[config.mk]
export PLATFORM = sky130hd
export DESIGN_NAME = ahb_apb_slave_frontend
export DESIGN_NICKNAME = d
export VERILOG_FILES = /design/src/rtl/ahb_apb_slave_frontend.sv
export SDC_FILE = /design/constraint.sdc
export NUM_CORES = 1
export LEC_CHECK = 0
export CAP_MARGIN = 40
export CORE_MARGIN = 4
export CORE_UTILIZATION = 30
export CTS_BUF_LIST = sky130_fd_sc_hd__clkbuf_8
export DETAILED_ROUTE_END_ITERATION = 12
export GPL_TIMING_DRIVEN = 1
export MAX_ROUTING_LAYER = met4
export PLACE_DENSITY = 0.71
export RECOVER_POWER = 50
export SYNTH_ARGS = -nofsm -noshare
export SYNTH_HDL_FRONTEND = slang
export SYNTH_SLANG_ARGS = --single-unit
[constraint.sdc]
create_clock -name Hclk -period 2.1 [get_ports Hclk]
set_input_delay 0.63 -clock Hclk [delete_from_list [all_inputs] [get_ports Hclk]]
set_output_delay 0.63 -clock Hclk [all_outputs]
set_load 0.05 [all_outputs]
[src/rtl/ahb_apb_slave_frontend.sv]
// AHB slave front-end for the AHB-to-APB bridge: decodes NUM_SLV equal regions, captures one
// request at a time for the APB-side FSM and stretches the AHB data phase until it responds.
module ahb_apb_slave_frontend #(
    parameter int                ADDR_W      = 32,
    parameter int                DATA_W      = 32,
    parameter int                NUM_SLV     = 3,
    parameter logic [ADDR_W-1:0] BASE_ADDR   = 32'h8000_0000,
    parameter logic [ADDR_W-1:0] REGION_SIZE = 32'h0400_0000
) (
    input  logic              Hclk,
    input  logic              Hreset,
    input  logic              Hwrite,
    input  logic              Hreadyin,
    input  logic [1:0]        Htrans,
    input  logic [ADDR_W-1:0] Haddr,
    input  logic [DATA_W-1:0] Hwdata,
    output logic              Hreadyout,
    output logic [1:0]        Hresp,
    output logic [DATA_W-1:0] Hrdata,
    output logic              req_valid,
    input  logic              req_ready,
    output logic              req_write,
    output logic [ADDR_W-1:0] req_addr,
    output logic [DATA_W-1:0] req_wdata,
    output logic [NUM_SLV-1:0] req_selx,
    input  logic              rsp_valid,
    input  logic [DATA_W-1:0] rsp_rdata,
    input  logic              rsp_err
);

    // state | meaning
    // IDLE  | no transfer in progress, ready for an address phase
    // DATA  | AHB data phase of a mapped transfer, write data captured here
    // REQ   | request offered to the APB side, waiting for req_ready
    // WAIT  | request accepted, waiting for rsp_valid
    // DONE  | OKAY completion cycle, next address phase may be taken
    // ERR1  | first ERROR cycle, Hreadyout low
    // ERR2  | second ERROR cycle, next address phase may be taken
    typedef enum logic [2:0] {
        IDLE = 3'd0,
        DATA = 3'd1,
        REQ  = 3'd2,
        WAIT = 3'd3,
        DONE = 3'd4,
        ERR1 = 3'd5,
        ERR2 = 3'd6
    } state_t;

    localparam int               SHIFT   = $clog2(REGION_SIZE);
    localparam logic [ADDR_W:0]  ADDR_LO = {1'b0, BASE_ADDR};
    localparam logic [ADDR_W:0]  ADDR_HI = ADDR_LO + {1'b0, REGION_SIZE} * (ADDR_W+1)'(NUM_SLV);

    state_t               state;
    state_t               state_nxt;
    logic                 xfer_valid;
    logic                 accept_state;
    logic                 mapped;
    logic                 take;
    logic [ADDR_W-1:0]    offset;
    logic [ADDR_W-1:0]    idx;
    logic [NUM_SLV-1:0]   sel_dec;
    logic [NUM_SLV-1:0]   selx_q;

    assign xfer_valid   = Hreadyin && (Htrans == 2'b10 || Htrans == 2'b11);
    assign accept_state = (state == IDLE) || (state == DONE) || (state == ERR2);

    // one extra bit keeps the upper bound from wrapping near the top of the address map
    assign mapped = ({1'b0, Haddr} >= ADDR_LO) && ({1'b0, Haddr} < ADDR_HI);
    assign take   = accept_state && xfer_valid && mapped;
    assign offset = Haddr - BASE_ADDR;
    assign idx    = offset >> SHIFT;

    always_comb begin
        sel_dec = '0;
        for (int i = 0; i < NUM_SLV; i++) begin
            sel_dec[i] = (idx == ADDR_W'(i));
        end
    end

    always_comb begin
        state_nxt = state;
        case (state)
            IDLE, DONE, ERR2: begin
                if (xfer_valid) state_nxt = mapped ? DATA : ERR1;
                else            state_nxt = IDLE;
            end
            DATA: state_nxt = REQ;
            REQ:  if (req_ready) state_nxt = WAIT;
            WAIT: if (rsp_valid) state_nxt = rsp_err ? ERR1 : DONE;
            ERR1: state_nxt = ERR2;
            default: state_nxt = IDLE;
        endcase
    end

    always_ff @(posedge Hclk) begin
        if (Hreset) begin
            state     <= IDLE;
            req_write <= 1'b0;
            req_addr  <= '0;
            req_wdata <= '0;
            selx_q    <= '0;
            Hrdata    <= '0;
        end else begin
            state <= state_nxt;
            if (take) begin
                req_addr  <= Haddr;
                req_write <= Hwrite;
                selx_q    <= sel_dec;
            end
            if (state == DATA && req_write) req_wdata <= Hwdata;
            if (state == WAIT && rsp_valid && !rsp_err && !req_write) Hrdata <= rsp_rdata;
        end
    end

    // select is only visible while the request is being formed or offered
    assign req_selx  = (state == DATA || state == REQ) ? selx_q : '0;
    assign req_valid = (state == REQ);
    assign Hreadyout = accept_state;
    assign Hresp     = (state == ERR1 || state == ERR2) ? 2'b01 : 2'b00;

endmodule
==> flow_summary.html <==
<table>
<tr><th>Metric</th><th>Value</th></tr>
<tr><th colspan="2">Critical path</th></tr>
<tr><td>CP startpoint</td><td>Haddr[28]</td></tr>
<tr><td>Reg-to-reg endpoint</td><td>req_wdata[21]$_SDFFE_PP0P_</td></tr>
<tr><td>Number of buffer and inverter stages on the critical path</td><td>2</td></tr>
<tr><td>Peak fanout along the critical path</td><td>24</td></tr>
<tr><td>Critical path cell sequence</td><td>clkdlybuf4s50_1 -&gt; or4b_4 -&gt; nor4_4 -&gt; buf_12 -&gt; mux2i_1</td></tr>
<tr><td>Delay of the slowest critical-path stage</td><td>just under 600 ps</td></tr>
<tr><td>Register-to-register path setup slack</td><td>250 ps</td></tr>
<tr><td>Setup crit end</td><td>req_addr[8]$_SDFFE_PP0P_</td></tr>
<tr><td>Cells on worst reg2reg path</td><td>5</td></tr>
<tr><td>Arrival time at the worst endpoint</td><td>around 2300 ps</td></tr>
<tr><td>Reg-to-reg startpoint</td><td>state[0]$_SDFFE_PP0P_</td></tr>
<tr><td>Element type at the critical path end</td><td>flop</td></tr>
<tr><td>Critical path startpoint category</td><td>input pin</td></tr>
<tr><td>Startpoint-to-endpoint class of the critical path</td><td>in2reg</td></tr>
<tr><td>Worst EP required</td><td>2400 ps</td></tr>
<tr><td>Kind of cell adding the most delay to the critical path</td><td>simple AND/OR/NAND/NOR gates</td></tr>
<tr><td>Crit-path slowest cell</td><td>sky130_fd_sc_hd__or4b_4</td></tr>
<tr><td>Instance count on the critical path</td><td>5</td></tr>
<tr><th colspan="2">Routing</th></tr>
<tr><td>Count of routing violations after the opening detailed-route iteration</td><td>137</td></tr>
<tr><td>Remaining antenna violation count</td><td>0</td></tr>
<tr><td>Final Routed Wirelength</td><td>11900 µm</td></tr>
<tr><td>Post-detailed-route wirelength per cell</td><td>14.0 µm</td></tr>
<tr><td>TritonRoute pass-1 iters</td><td>4</td></tr>
<tr><td>Vias/cell</td><td>4.65</td></tr>
<tr><td>Vias post-DR</td><td>approximately 3900</td></tr>
<tr><td>DRC violations left</td><td>0</td></tr>
<tr><th colspan="2">Clock tree</th></tr>
<tr><td>Num Clock Sinks</td><td>~100</td></tr>
<tr><td>Buffer depth of the longest clock path</td><td>2</td></tr>
<tr><td>Root Driver</td><td>sky130_fd_sc_hd__clkbuf_8</td></tr>
<tr><td>Clock slew seen by the registers of the worst setup and hold paths</td><td>90 ps</td></tr>
<tr><td>TritonCTS clock tree</td><td>built</td></tr>
<tr><td>Clock latency reported for the late side of the worst-skew pair</td><td>between 300 and 400 ps</td></tr>
<tr><td>Number of buffers added for setup after CTS</td><td>0</td></tr>
<tr><td>Max H-tree Level</td><td>3</td></tr>
<tr><td>CTS Buf Count</td><td>9</td></tr>
<tr><th colspan="2">Place</th></tr>
<tr><td>Count of input and output buffers</td><td>around 210</td></tr>
<tr><td>Worst setup slack after placement</td><td>-338 ps</td></tr>
<tr><td>Half-perimeter wire length after detailed placement</td><td>8970 µm</td></tr>
<tr><td>RD Place Congestion</td><td>about 0.75</td></tr>
<tr><td>Placed instance area</td><td>6180 µm²</td></tr>
<tr><th colspan="2">Hold path</th></tr>
<tr><td>Path type of the worst min-delay path</td><td>reg2reg</td></tr>
<tr><td>Startpoint of the most critical hold path</td><td>req_wdata[5]$_SDFFE_PP0P_</td></tr>
<tr><th colspan="2">STA</th></tr>
<tr><td>Final worst-path setup slack</td><td>56.7 ps</td></tr>
<tr><td>Final setup vio count</td><td>0</td></tr>
<tr><td>Number of endpoints with negative hold slack in the final report</td><td>0</td></tr>
<tr><td>Final slew viol count</td><td>0</td></tr>
<tr><td>Clock period minus final worst setup slack</td><td>2040 ps</td></tr>
<tr><td>RSZ-0062 raised after global routing</td><td>false</td></tr>
<tr><td>Slew Limit Headroom</td><td>0.557</td></tr>
<tr><td>Final worst path period share</td><td>0.973</td></tr>
<tr><td>Hold slack final</td><td>458 ps</td></tr>
<tr><td>Final setup TNS</td><td>0 ps</td></tr>
<tr><td>Worst-margin pin slew</td><td>667 ps</td></tr>
<tr><td>Achievable clock frequency</td><td>489 MHz</td></tr>
<tr><td>Clock tree skew after final layout</td><td>9.44 ps</td></tr>
<tr><th colspan="2">Cells and area</th></tr>
<tr><td>Sequential cell area</td><td>2060 µm²</td></tr>
<tr><td>Filler instances</td><td>approximately 1300</td></tr>
<tr><td>Final net count</td><td>776</td></tr>
<tr><td>Ratio of cells with drive above 1 in the final layout</td><td>0.0843</td></tr>
<tr><td>Final design area excluding fillers</td><td>between 6000 and 7000 µm²</td></tr>
<tr><td>Commonest cells after routing, fill and taps aside</td><td>sky130_fd_sc_hd__nand2_1, sky130_fd_sc_hd__dfxtp_1, sky130_fd_sc_hd__clkdlybuf4s50_1</td></tr>
<tr><td>Antenna diode count</td><td>0</td></tr>
<tr><td>Layout overhead on the synthesized area</td><td>51.7%</td></tr>
<tr><td>Area used by multi-input combinational logic</td><td>1750 µm²</td></tr>
<tr><td>Leading cell type in the layout, fill and taps excluded</td><td>sky130_fd_sc_hd__nand2_1</td></tr>
<tr><th colspan="2">Synth</th></tr>
<tr><td>Biggest area consumer among synthesized cells</td><td>sky130_fd_sc_hd__dfxtp_1</td></tr>
<tr><td>Adder-Cell Fraction of Synth Area</td><td>0</td></tr>
<tr><td>Mux contribution to synthesized area</td><td>0.0726</td></tr>
<tr><td>Simple-gate share of the synthesized area</td><td>0.215</td></tr>
<tr><td>Combinational family with the most area after synthesis</td><td>simple AND/OR/NAND/NOR gates</td></tr>
<tr><td>Number of synthesized flops with an enable pin</td><td>0</td></tr>
<tr><td>Number of nets in the synthesized netlist</td><td>580</td></tr>
<tr><td>Yosys warning total</td><td>0</td></tr>
<tr><td>Fraction of registers with async set or reset after synthesis</td><td>0</td></tr>
<tr><td>Number of synthesized register bits</td><td>103</td></tr>
<tr><td>Top cells by area in the synthesized netlist</td><td>sky130_fd_sc_hd__dfxtp_1, sky130_fd_sc_hd__nand2_1, sky130_fd_sc_hd__a21oi_1, sky130_fd_sc_hd__mux2i_1, sky130_fd_sc_hd__o21ai_0</td></tr>
<tr><td>Most common flop cell mapped by yosys</td><td>sky130_fd_sc_hd__dfxtp_1</td></tr>
<tr><td>Unique masters post-synth</td><td>36</td></tr>
<tr><td>Post-synthesis sequential area ratio</td><td>0.516</td></tr>
<tr><td>Instance count of the mapped netlist</td><td>roughly 480</td></tr>
<tr><td>Post-synthesis area per instance</td><td>8.41 µm²</td></tr>
<tr><td>Synthesized-area fraction occupied by xor and xnor cells</td><td>0.00219</td></tr>
<tr><td>Area share of the leading cell type in the synthesized netlist</td><td>0.516</td></tr>
<tr><td>Synth Area in Compound Gates</td><td>0.141</td></tr>
<tr><td>Cell area after synthesis</td><td>about 4000 µm²</td></tr>
<tr><th colspan="2">GRT</th></tr>
<tr><td>Most congested layer reported by global routing</td><td>met2</td></tr>
<tr><td>GRT met3 Usage</td><td>0.0531</td></tr>
<tr><td>Fraction of met2 tracks used by global routing</td><td>0.261</td></tr>
<tr><td>Total congestion overflow after global routing</td><td>0</td></tr>
<tr><td>Initial antenna violation count</td><td>0</td></tr>
<tr><td>Via count of the first global-routing pass</td><td>3739</td></tr>
<tr><td>Global-route met1 utilization</td><td>0.176</td></tr>
<tr><td>Wire length of the first global-routing pass</td><td>18100 µm</td></tr>
<tr><td>Global-route usage over all layers</td><td>0.155</td></tr>
<tr><td>Largest net degree at the start of global routing</td><td>33</td></tr>
<tr><th colspan="2">Pwr</th></tr>
<tr><td>Total power after layout</td><td>~3.7 mW</td></tr>
<tr><td>Switching power</td><td>0.857 mW</td></tr>
<tr><td>Maximum resistive drop on vdd</td><td>0.000498 V</td></tr>
<tr><td>Clock network fraction of design power</td><td>0.347</td></tr>
<tr><td>Combinational share of power</td><td>0.122</td></tr>
<tr><td>Sequential share of power</td><td>0.531</td></tr>
<tr><td>Internal power</td><td>2.85 mW</td></tr>
<tr><td>Ratio of total power to cell area</td><td>612 nW/µm²</td></tr>
<tr><td>Leakage power figure</td><td>2.14 nW</td></tr>
<tr><td>Switching portion of total power</td><td>0.231</td></tr>
<tr><th colspan="2">Die</th></tr>
<tr><td>IO Count</td><td>between 200 and 250</td></tr>
<tr><td>Die X</td><td>~120 µm</td></tr>
<tr><td>Core Box Area</td><td>12800 µm²</td></tr>
<tr><td>Number of core rows</td><td>41</td></tr>
<tr><td>Effective utilization at floorplan</td><td>0.312</td></tr>
<tr><td>Die H</td><td>123 µm</td></tr>
<tr><td>Die area</td><td>15200 µm²</td></tr>
<tr><th colspan="2">Run</th></tr>
<tr><td>Maximum capacitance violations</td><td>0</td></tr>
<tr><th colspan="2">Outcome</th></tr>
<tr><td>Outcome</td><td>finished, final reports clean</td></tr>
</table>
cells in the mapped netlist, types with 2 or more instances:
cell / n
sky130_fd_sc_hd__a211oi_1: 2
sky130_fd_sc_hd__a21oi_1: 67
sky130_fd_sc_hd__and2_1: 3
sky130_fd_sc_hd__buf_2: 2
sky130_fd_sc_hd__buf_6: 3
sky130_fd_sc_hd__clkbuf_1: 37
sky130_fd_sc_hd__dfxtp_1: 103
sky130_fd_sc_hd__inv_1: 2
sky130_fd_sc_hd__mux2i_1: 29
sky130_fd_sc_hd__nand2_1: 121
sky130_fd_sc_hd__nand2b_1: 4
sky130_fd_sc_hd__nand3_1: 33
sky130_fd_sc_hd__nand4bb_1: 2
sky130_fd_sc_hd__nor2_1: 6
sky130_fd_sc_hd__nor2b_1: 4
sky130_fd_sc_hd__nor3b_1: 3
sky130_fd_sc_hd__nor4bb_1: 2
sky130_fd_sc_hd__o21ai_0: 34
per-layer routing:
layer  vias up  routed length [µm]
li1       1982                   -
met1      1807                4900
met2       143                5900
met3        10                 929
met4         0                 129
met5         -                   0
registers in the layout (all words and copies together), names as in the netlist:
register	flops
selx_q	3
req_addr	32
state	3
Hrdata	32
req_write	1
req_wdata	32
metrics by stage:
step | cells | util
detailed placement | 832 | 0.482
floorplan | 475 | -
global route | 848 | 0.473
finish | 848 | 0.473
CTS | 848 | 0.497
global placement | 832 | 0.482
cell type report:
class                      instances  area share
sequential                       103       0.340
timing repair buffer             229       0.299
multi-input combinational        325       0.289
tap                              172      0.0355
clock buffer                      12      0.0273
clock inverter                     4     0.00723
inverter                           3     0.00186
cells by family (layout without fill, tap and decap cells):
| family | Yosys count | after routing |
|---|---|---|
| AO/OA/AOI/OAI | 108 | 108 |
| XOR/XNOR | 1 | 1 |
| buffers and inverters | 47 | 248 |
| flip-flops | 103 | 103 |
| multiplexers | 29 | 29 |
| other | 1 | 1 |
| AND/OR/NAND/NOR | 186 | 186 |
what timing repair did:
item,4_1_cts,5_1_grt
resized for setup,17,1
hold buffers,0,0
endpoints found under the setup margin,17,1
how the worst min path moves through the flow:
stage / end / depth (start not counted)
3_5_place_dp: req_wdata[23]$_SDFFE_PP0P_ / 2
4_1_cts: req_wdata[23]$_SDFFE_PP0P_ / 2
2_1_floorplan: selx_q[0]$_SDFFE_PP0P_ / 2
5_1_grt: req_wdata[10]$_SDFFE_PP0P_ / 2
3_3_place_gp: req_addr[27]$_SDFFE_PP0P_ / 2
6_report: req_wdata[5]$_SDFFE_PP0P_ / 2
tightest hold or removal path: stages, from the launching register on:
cell                      delay [ps]
sky130_fd_sc_hd__dfxtp_1         320
sky130_fd_sc_hd__nand2_1          50
sky130_fd_sc_hd__a21oi_1          50
power groups by stage:
stage / Combinational, mW / Sequential [mW] / Clock, mW
after global routing: 0.487 / 1.97 / 1.42
after global placement: 0.459 / 2.02 / 0
after floorplan: 0.163 / 2.03 / 0
after CTS: 0.464 / 1.97 / 1.35
final: 0.452 / 1.97 / 1.29
after detailed placement: 0.463 / 2.02 / 0
(Power assumes the default switching activity.)
